## src/rtl/key_input_ctrl_if.sv

```systemverilog
// key_input_ctrl_if: the accepted-key channel from the button front-end to
// mainController.
//   key       : accepted 8-bit button pattern (registered by the producer)
//   key_valid : one-cycle strobe, new pattern accepted (or auto-repeat)
//   key_busy  : high while a candidate pattern is being debounced
// Modports: master = producer (key_input_ctrl), slave = consumer.
interface key_input_ctrl_if;
  logic [7:0] key;
  logic       key_valid;
  logic       key_busy;

  modport master (output key, output key_valid, output key_busy);
  modport slave  (input  key, input  key_valid, input  key_busy);
endinterface

```

## src/rtl/key_input_ctrl.sv

```systemverilog
// key_input_ctrl: push-button front-end. Synchronizes eight raw button lines,
// debounces the whole vector as one pattern and presents a registered key
// pattern with a one-cycle strobe per accepted press.
// Ports:
//   clk     : system clock, rising edge
//   rst     : asynchronous active-high reset
//   key_raw : raw active-high buttons, asynchronous and bouncy
//   kif     : key_input_ctrl_if.master (key, key_valid, key_busy)
// Optional feature: define KEY_AUTOREPEAT_EN to make a held pattern strobe
// again after REP_DELAY_MS and then every REP_MS while it stays held.
module key_input_ctrl #(
  parameter int FRQ          = 1_000_000,
  parameter int DEB_MS       = 10,
  parameter int REP_DELAY_MS = 500,
  parameter int REP_MS       = 100
) (
  input  logic                    clk,
  input  logic                    rst,
  input  logic [7:0]              key_raw,
  key_input_ctrl_if.master        kif
);

  localparam int CYC_PER_MS    = FRQ / 1000;
  localparam int DEB_RAW       = CYC_PER_MS * DEB_MS;
  localparam int REP_DLY_RAW   = CYC_PER_MS * REP_DELAY_MS;
  localparam int REP_RAW       = CYC_PER_MS * REP_MS;
  localparam int DEB_CYC       = (DEB_RAW < 1) ? 1 : DEB_RAW;
  localparam int REP_DELAY_CYC = (REP_DLY_RAW < 1) ? 1 : REP_DLY_RAW;
  localparam int REP_CYC       = (REP_RAW < 1) ? 1 : REP_RAW;
  localparam int CNT_MAX_A     = (DEB_CYC > REP_CYC) ? DEB_CYC : REP_CYC;
  localparam int CNT_MAX       = (CNT_MAX_A > REP_DELAY_CYC) ? CNT_MAX_A : REP_DELAY_CYC;
  localparam int CNT_W         = $clog2(CNT_MAX + 1);

  localparam logic [CNT_W-1:0] CNT_ZERO = {CNT_W{1'b0}};
  localparam logic [CNT_W-1:0] CNT_TOP  = {CNT_W{1'b1}};
  localparam logic [CNT_W-1:0] DEB_LAST = CNT_W'(DEB_CYC - 1);
`ifdef KEY_AUTOREPEAT_EN
  localparam logic [CNT_W-1:0] REP_DLY_LAST = CNT_W'(REP_DELAY_CYC - 1);
  localparam logic [CNT_W-1:0] REP_LAST     = CNT_W'(REP_CYC - 1);
`endif

  typedef enum logic [1:0] {
    IDLE      = 2'd0,
    DEB_PRESS = 2'd1,
    PRESSED   = 2'd2,
    DEB_REL   = 2'd3
  } state_e;

  state_e           state_q, state_d;
  logic [7:0]       sync1_q, sync_q;
  logic [7:0]       cand_q, cand_d;
  logic [CNT_W-1:0] cnt_q, cnt_d, cnt_inc_s;
  logic [7:0]       key_q, key_d;
  logic             valid_q, valid_d;
  logic             busy_q, busy_d;
`ifdef KEY_AUTOREPEAT_EN
  logic             rep_q, rep_d;
  logic [CNT_W-1:0] rep_last_s;
`endif

  // Two-flop synchronizer per bit; everything downstream looks at sync_q only.
  always_ff @(posedge clk or posedge rst) begin
    if (rst) begin
      sync1_q <= 8'h00;
      sync_q  <= 8'h00;
    end else begin
      sync1_q <= key_raw;
      sync_q  <= sync1_q;
    end
  end

  // Saturating increment so the counter can never wrap back into a window.
  always_comb begin
    cnt_inc_s = cnt_q;
    if (cnt_q == CNT_TOP) begin
      cnt_inc_s = cnt_q;
    end else begin
      cnt_inc_s = cnt_q + CNT_W'(1);
    end
  end

`ifdef KEY_AUTOREPEAT_EN
  // First repeat waits the long delay, later ones use the shorter period.
  always_comb begin
    rep_last_s = REP_DLY_LAST;
    if (rep_q) begin
      rep_last_s = REP_LAST;
    end else begin
      rep_last_s = REP_DLY_LAST;
    end
  end
`endif

  // Debounce FSM: next state, candidate, counter and output values.
  always_comb begin
    state_d = state_q;
    cand_d  = cand_q;
    cnt_d   = cnt_q;
    key_d   = key_q;
    valid_d = 1'b0;
`ifdef KEY_AUTOREPEAT_EN
    rep_d   = rep_q;
`endif
    case (state_q)
      IDLE: begin
        cnt_d = CNT_ZERO;
        if (sync_q != 8'h00) begin
          cand_d  = sync_q;
          state_d = DEB_PRESS;
        end else begin
          state_d = IDLE;
        end
      end
      DEB_PRESS: begin
        if (sync_q != cand_q) begin
          // Any change restarts the window; all-zero abandons the press.
          // key keeps its old value here so a chord change never blanks it.
          cnt_d = CNT_ZERO;
          if (sync_q == 8'h00) begin
            state_d = IDLE;
          end else begin
            cand_d = sync_q;
          end
        end else if (cnt_q >= DEB_LAST) begin
          key_d   = cand_q;
          valid_d = 1'b1;
          cnt_d   = CNT_ZERO;
          state_d = PRESSED;
`ifdef KEY_AUTOREPEAT_EN
          rep_d   = 1'b0;
`endif
        end else begin
          cnt_d = cnt_inc_s;
        end
      end
      PRESSED: begin
        if (sync_q == key_q) begin
`ifdef KEY_AUTOREPEAT_EN
          if (cnt_q >= rep_last_s) begin
            valid_d = 1'b1;
            cnt_d   = CNT_ZERO;
            rep_d   = 1'b1;
          end else begin
            cnt_d = cnt_inc_s;
          end
`else
          cnt_d = CNT_ZERO;
`endif
        end else if (sync_q == 8'h00) begin
          cnt_d   = CNT_ZERO;
          state_d = DEB_REL;
        end else begin
          cand_d  = sync_q;
          cnt_d   = CNT_ZERO;
          state_d = DEB_PRESS;
        end
      end
      DEB_REL: begin
        if (sync_q != 8'h00) begin
          // Release was bounce: back to the held pattern without a strobe.
          cnt_d   = CNT_ZERO;
          state_d = PRESSED;
`ifdef KEY_AUTOREPEAT_EN
          rep_d   = 1'b0;
`endif
        end else if (cnt_q >= DEB_LAST) begin
          key_d   = 8'h00;
          cnt_d   = CNT_ZERO;
          state_d = IDLE;
        end else begin
          cnt_d = cnt_inc_s;
        end
      end
      default: begin
        cnt_d   = CNT_ZERO;
        state_d = IDLE;
      end
    endcase
    busy_d = (state_d == DEB_PRESS) || (state_d == DEB_REL);
  end

  // FSM and output registers.
  always_ff @(posedge clk or posedge rst) begin
    if (rst) begin
      state_q <= IDLE;
      cand_q  <= 8'h00;
      cnt_q   <= CNT_ZERO;
      key_q   <= 8'h00;
      valid_q <= 1'b0;
      busy_q  <= 1'b0;
`ifdef KEY_AUTOREPEAT_EN
      rep_q   <= 1'b0;
`endif
    end else begin
      state_q <= state_d;
      cand_q  <= cand_d;
      cnt_q   <= cnt_d;
      key_q   <= key_d;
      valid_q <= valid_d;
      busy_q  <= busy_d;
`ifdef KEY_AUTOREPEAT_EN
      rep_q   <= rep_d;
`endif
    end
  end

  assign kif.key       = key_q;
  assign kif.key_valid = valid_q;
  assign kif.key_busy  = busy_q;

endmodule

```

## src/flat_wrapper.sv

```systemverilog
// flat-port wrapper written by rule: the top's interface ports become plain ports
module key_input_ctrl_flat 
#(
  parameter int FRQ          = 1_000_000,
  parameter int DEB_MS       = 10,
  parameter int REP_DELAY_MS = 500,
  parameter int REP_MS       = 100
)
  (clk, rst, key_raw, kif_key, kif_key_valid, kif_key_busy);
  key_input_ctrl_if kif_i ();
  input  logic clk;
  input  logic rst;
  input  logic [7:0] key_raw;
  output wire logic [$bits(kif_i.key)-1:0] kif_key;
  output wire logic [$bits(kif_i.key_valid)-1:0] kif_key_valid;
  output wire logic [$bits(kif_i.key_busy)-1:0] kif_key_busy;
  assign kif_key = kif_i.key;
  assign kif_key_valid = kif_i.key_valid;
  assign kif_key_busy = kif_i.key_busy;
  key_input_ctrl #(.FRQ(FRQ), .DEB_MS(DEB_MS), .REP_DELAY_MS(REP_DELAY_MS), .REP_MS(REP_MS)) u_core (.clk(clk), .rst(rst), .key_raw(key_raw), .kif(kif_i));
endmodule
```

## config.mk

```make
export PLATFORM = sky130hd
export DESIGN_NAME = key_input_ctrl_flat
export DESIGN_NICKNAME = d
export VERILOG_FILES = /design/src/rtl/key_input_ctrl_if.sv /design/src/rtl/key_input_ctrl.sv /design/src/flat_wrapper.sv
export SDC_FILE = /design/constraint.sdc
export NUM_CORES = 1
export LEC_CHECK = 0
export ABC_CLOCK_PERIOD_IN_PS = 3500
export BUFFER_PORTS_ARGS = -buffer_cell sky130_fd_sc_hd__buf_2
export CORE_AREA = 3 3 68 102
export CTS_CLUSTER_SIZE = 12
export DETAILED_ROUTE_END_ITERATION = 8
export DIE_AREA = 0 0 71 105
export PLACE_DENSITY = 0.63
export SETUP_SLACK_MARGIN = 0.2
export SYNTH_ARGS = -nofsm -noshare
export SYNTH_HDL_FRONTEND = slang
export SYNTH_SLANG_ARGS = --single-unit
export TNS_END_PERCENT = 10
```

## constraint.sdc

```tcl
create_clock -name clk -period 3.5 [get_ports clk]
set_input_delay 0.7 -clock clk [delete_from_list [all_inputs] [get_ports clk]]
set_output_delay 0.7 -clock clk [all_outputs]
set_load 0.05 [all_outputs]
```

== After elaboration in Yosys (flattened, before gate mapping) ==
Index checks and enable logic that the tools add are counted.
Widths: inputs -> output; s select.
Operators by class
  add/sub/neg operators: 1
  order comparisons: 1
  equality and inequality tests: 15
  multiplexer cells: 27
  reduce and logical (&&, ||, !) cells: 9
Operators by type and width (count)
  $mux 19: 4
  $mux 8: 8
  $pmux 19 s3: 1
  $pmux 8 s3: 1
  $add 19x1->19 const B: 1
  $eq 19x19->1 const B: 1
  $ge 19x14->1 const B: 1
  $pmux 8 s2: 1
  $mux 2: 7
  $eq 8x8->1: 1
  $logic_not 8->1: 1
  $ne 2x1->1 const B: 4
  $ne 8x8->1: 1
  $pmux 2 s4: 1
  $reduce_bool 8->1: 1
  $eq 2x2->1 const B: 3
  $ne 2x2->1 const B: 3
  $reduce_and 5->1: 1
  $eq 2x1->1 const B: 2
  $mux 1: 4
  $reduce_and 4->1: 1
  $reduce_bool 3->1: 1
  $logic_not 2->1: 1
  $reduce_bool 2->1: 1
  2 further kinds: 2
Word-level totals
  bits in registers: 55
  output and inout bits: 10
  logic and storage cells: 61

== Logic depth before layout (Yosys ltp) ==
  depth after elaboration: 6
  mapped depth: 9

== Least setup slack after synthesis ==
OpenSTA, ideal clock, no wires.
  kind: reg-to-reg
  start: reg u_core.state_q[0]
  end: reg u_core.key_q[0], in the netlist u_core.kif.key[0]
  library setup time: 0.121 ns
  data arrival time: 2.259 ns
  required time: 3.379 ns
  slack: 1.120 ns
  cell stages (with the launch flop): 7
  path buffers: 1
  cells stage by stage: dfrtp_1 -> ha_1 -> inv_1 -> or4_4 -> buf_6 -> a221o_2 -> a22o_1
On the way
  word-level cells in the longest chain between the ends: 3
  elaborated cells on any way between the ends: 9
  those cells by class: eq/ne: 6; mux: 1; reduce/logical: 2
RTL lines
  start: declaration: line key_input_ctrl.sv:49  | state_e state_q, state_d;
  start signal: assignment: line key_input_ctrl.sv:195  | state_q <= state_d;
  $eq 2x2->1 or $eq 2x1->1 (tied branches): line key_input_ctrl.sv:104  | case (state_q)
  $ne 2x1->1 (no source line) (tied with other cells)
  $reduce_and 5->1 (no source line)
  end signal: assignment: line key_input_ctrl.sv:198  | key_q <= key_d;
  end: declaration: line key_input_ctrl.sv:53  | logic [7:0] key_q, key_d;
Parallel ways exist; a longest one is shown, timed or not.
A chain may end at the register's enable or synchronous reset.

== Worst setup path in the final report ==
  start: reg u_core.state_q[1]
  end: reg u_core.key_q[2], in the netlist u_core.kif.key[2]
The elaborated chain is that of the path after synthesis.

==> impl_metrics.json <==
{
  "slew_headroom_pct": 27.3,
  "cts_tree": "yes",
  "fp-row-count": 35,
  "cts_sinks": 54,
  "antenna_found_initial": 0,
  "dieArea_sq_um": 7460,
  "slew_viol_final": 0,
  "insertion_delay_ns": 0.30,
  "clk_pin_slew_ns": 0.10,
  "ff_latch_area_sq_um": 1350,
  "wl_per_cell_um": 13.5,
  "r2r-start": "u_core.state_q[1]",
  "nets": 240,
  "tns_ns": 0,
  "power_per_cell_area_nw_per_um2": 495,
  "fill_cells": 608,
  "grt_use_total_pct": 12.2,
  "drt-initial-drc-count": 38,
  "synth_common_cells": "dfrtp_1 (54), xor2_1 (17), nor2_1 (16)",
  "hpwl_um": 2900,
  "setup.worst_path.class": "register to register",
  "path_delay_family": "compound AO/OA/AOI/OAI gates",
  "finalHoldViolations": 0,
  "min_to": "u_core.sync_q[2]",
  "synth_top_family_by_area": "simple AND/OR/NAND/NOR gates",
  "finalSetupViolCount": 0,
  "r2r_setup_slack_ns": 1.29,
  "finalCritPeriodShare_pct": 63.2,
  "critPathArrivalTime_ns": 2.41,
  "holdPathStages": 0,
  "grt_max_degree": 55,
  "synthesis.area_sq_um": 2350,
  "worst_pin_slew_ns": 1.09,
  "chipWidth_um": 71,
  "cts_hold_buf": 0,
  "hp-class": "register to register",
  "synth_compound_area_share_pct": 7.77,
  "synth_cell_types": 38,
  "areaGrowthSynthToFinish_pct": 11.5,
  "max_cap_viol_count": 0,
  "start_util_pct": 38.3,
  "cp_cell_sequence": "inv_1, ha_1, inv_1, or4_4, a221o_2, a22o_1",
  "grt_pass1_vias": 1508,
  "yosysWarnings": 0,
  "synth-edff-count": 0,
  "synth-simple-area-share_pct": 15.5,
  "grt_overflow": 0,
  "met2_length_um": 1970,
  "cts_buffers": 5,
  "status": "finished clean",
  "vias_per_cell": 5.09,
  "ir_drop_v": 0.000360,
  "cp_common_cell": "inv_1",
  "min_period_ns": 2.21,
  "cp_max_fo": 8,
  "vias": 1521,
  "fmax_ghz": 0.452,
  "ant_nets": 0,
  "drt-met1-wl_um": 1890,
  "drc": 0,
  "reg2reg_to": "u_core.kif.key[2]",
  "drt_first_pass_iters": 4,
  "drive_gt1_share_pct": 17.8,
  "ys_seq_area_share_pct": 57.5,
  "fp.coreArea_sq_um": 6130,
  "holdWs_ns": 0.358,
  "crit_slowest_cell": "or4_4",
  "multi_input_area_sq_um": 968,
  "io_pins": 20,
  "leakagePower_nw": 1.18,
  "ys_async_sr_fraction_pct": 100,
  "ys_ff_latch": 54,
  "dr.max_layer_used": "met4",
  "end_kind": "register",
  "crit_required_ns": 3.70,
  "synth_xor_area_share_pct": 9.69,
  "cts_max_level": 2,
  "synthMuxAreaShare_pct": 4.26,
  "cpPeakStageDelay_ns": 0.59,
  "startpoint_type": "register",
  "antennaDiodeCount": 0,
  "synthTopCellsByArea": "dfrtp_1 (58%), xor2_1 (6.3%), mux2_2 (3.8%)",
  "clockBufferDepth": 2,
  "synthFlopType": "dfrtp_1",
  "rsz0062_at_grt": "no",
  "fin_worst_skew_ns": 0.00835,
  "postCtsSetupBuffers": 0,
  "die_h_um": 105,
  "yosysTopAreaCell": "dfrtp_1",
  "grt_first_pass_wirelength_um": 7250,
  "worstHoldStart": "u_core.sync1_q[2]",
  "synthAdderAreaFrac_pct": 3.19,
  "wl_um": 4050,
  "critPathBufInv": 2,
  "cts_root_buf": "clkbuf_8",
  "syn_area_per_cell_sq_um": 11.9,
  "port_buffers": 19,
  "syn_inst": 198,
  "dr_wl_met3_um": 96,
  "ctsResizeCount": 0,
  "rr_worst_depth": 6,
  "synth.most_common_cell": "dfrtp_1",
  "gp_congestion": 0.832,
  "netlist.area_leader.share_pct": 57.5
}
## flip-flops by register name, summed over array words and instances (netlist names)
register,count
u_core.cnt_q,19
u_core.state_q,2
u_core.kif.key,8
u_core.kif.key_valid,1
u_core.sync_q,8
u_core.cand_q,8
u_core.sync1_q,8
## metrics by stage
stage / instance area (sq um) / setup slack (ns) / instances / utilization [%] / total power, mW
3_3_place_gp: 2530 / 1.32 / 291 / 41.3 / 0.962
5_1_grt: 2620 / 1.14 / 299 / 42.7 / 1.37
2_1_floorplan: 2360 / 1.12 / 202 / - / 0.900
6_report: 2620 / 1.29 / 299 / 42.7 / 1.30
4_1_cts: 2620 / 1.27 / 299 / 42.7 / 1.32
3_5_place_dp: 2530 / 1.27 / 291 / 41.3 / 0.963
## power breakdown
group	internal [mW]	leakage (nW)	switching (mW)
Combinational	0.0791	0.450	0.159
Clock	0.145	0.0458	0.202
Sequential	0.666	0.683	0.0453
## how the worst max path moves through the flow
stage	start	to	slack, ns	cells after the start
floorplan	u_core.state_q[0]	u_core.kif.key[0]	1.12	6
global placement	u_core.cnt_q[0]	u_core.kif.key[5]	1.32	7
detailed placement	u_core.cnt_q[0]	u_core.kif.key[2]	1.27	7
CTS	u_core.cnt_q[0]	u_core.kif.key[2]	1.27	7
global route	u_core.cnt_q[0]	u_core.kif.key[1]	1.14	7
finish	u_core.state_q[1]	u_core.kif.key[2]	1.29	6
## cell usage in the layout, fill, tap and decap left out, drive strengths merged, types with 7 or more instances in the layout
cell   instances
inv            7
nor2          16
nand2         11
a22o           8
mux2           8
dfrtp         54
xnor2          9
nand4          7
buf           19
nand3         11
xor2          17
## layer usage
metal	track usage, %	up-vias
li1	-	749
met1	15.8	743
met2	19.1	21
met3	2.69	8
met4	5.65	0
met5	0	-
## layout make-up
class / instances / area share (%)
clock buffers: 6 / 2.77
clock inverters: 2 / 0.669
inverters: 6 / 0.860
multi-input cells: 138 / 37.0
flip-flops and latches: 54 / 51.6
well taps: 74 / 3.53
repair buffers: 19 / 3.63
## kinds of logic (layout without fill, tap and decap cells)
group,Yosys count,after routing
other,1,5
flip-flops,54,54
XOR/XNOR,26,26
AO/OA/AOI/OAI,25,25
multiplexers,9,9
buffers and inverters,10,33
adder cells (fa/ha/maj),6,6
AND/OR/NAND/NOR,67,67
Note: power is estimated with default switching activity, not from simulation.
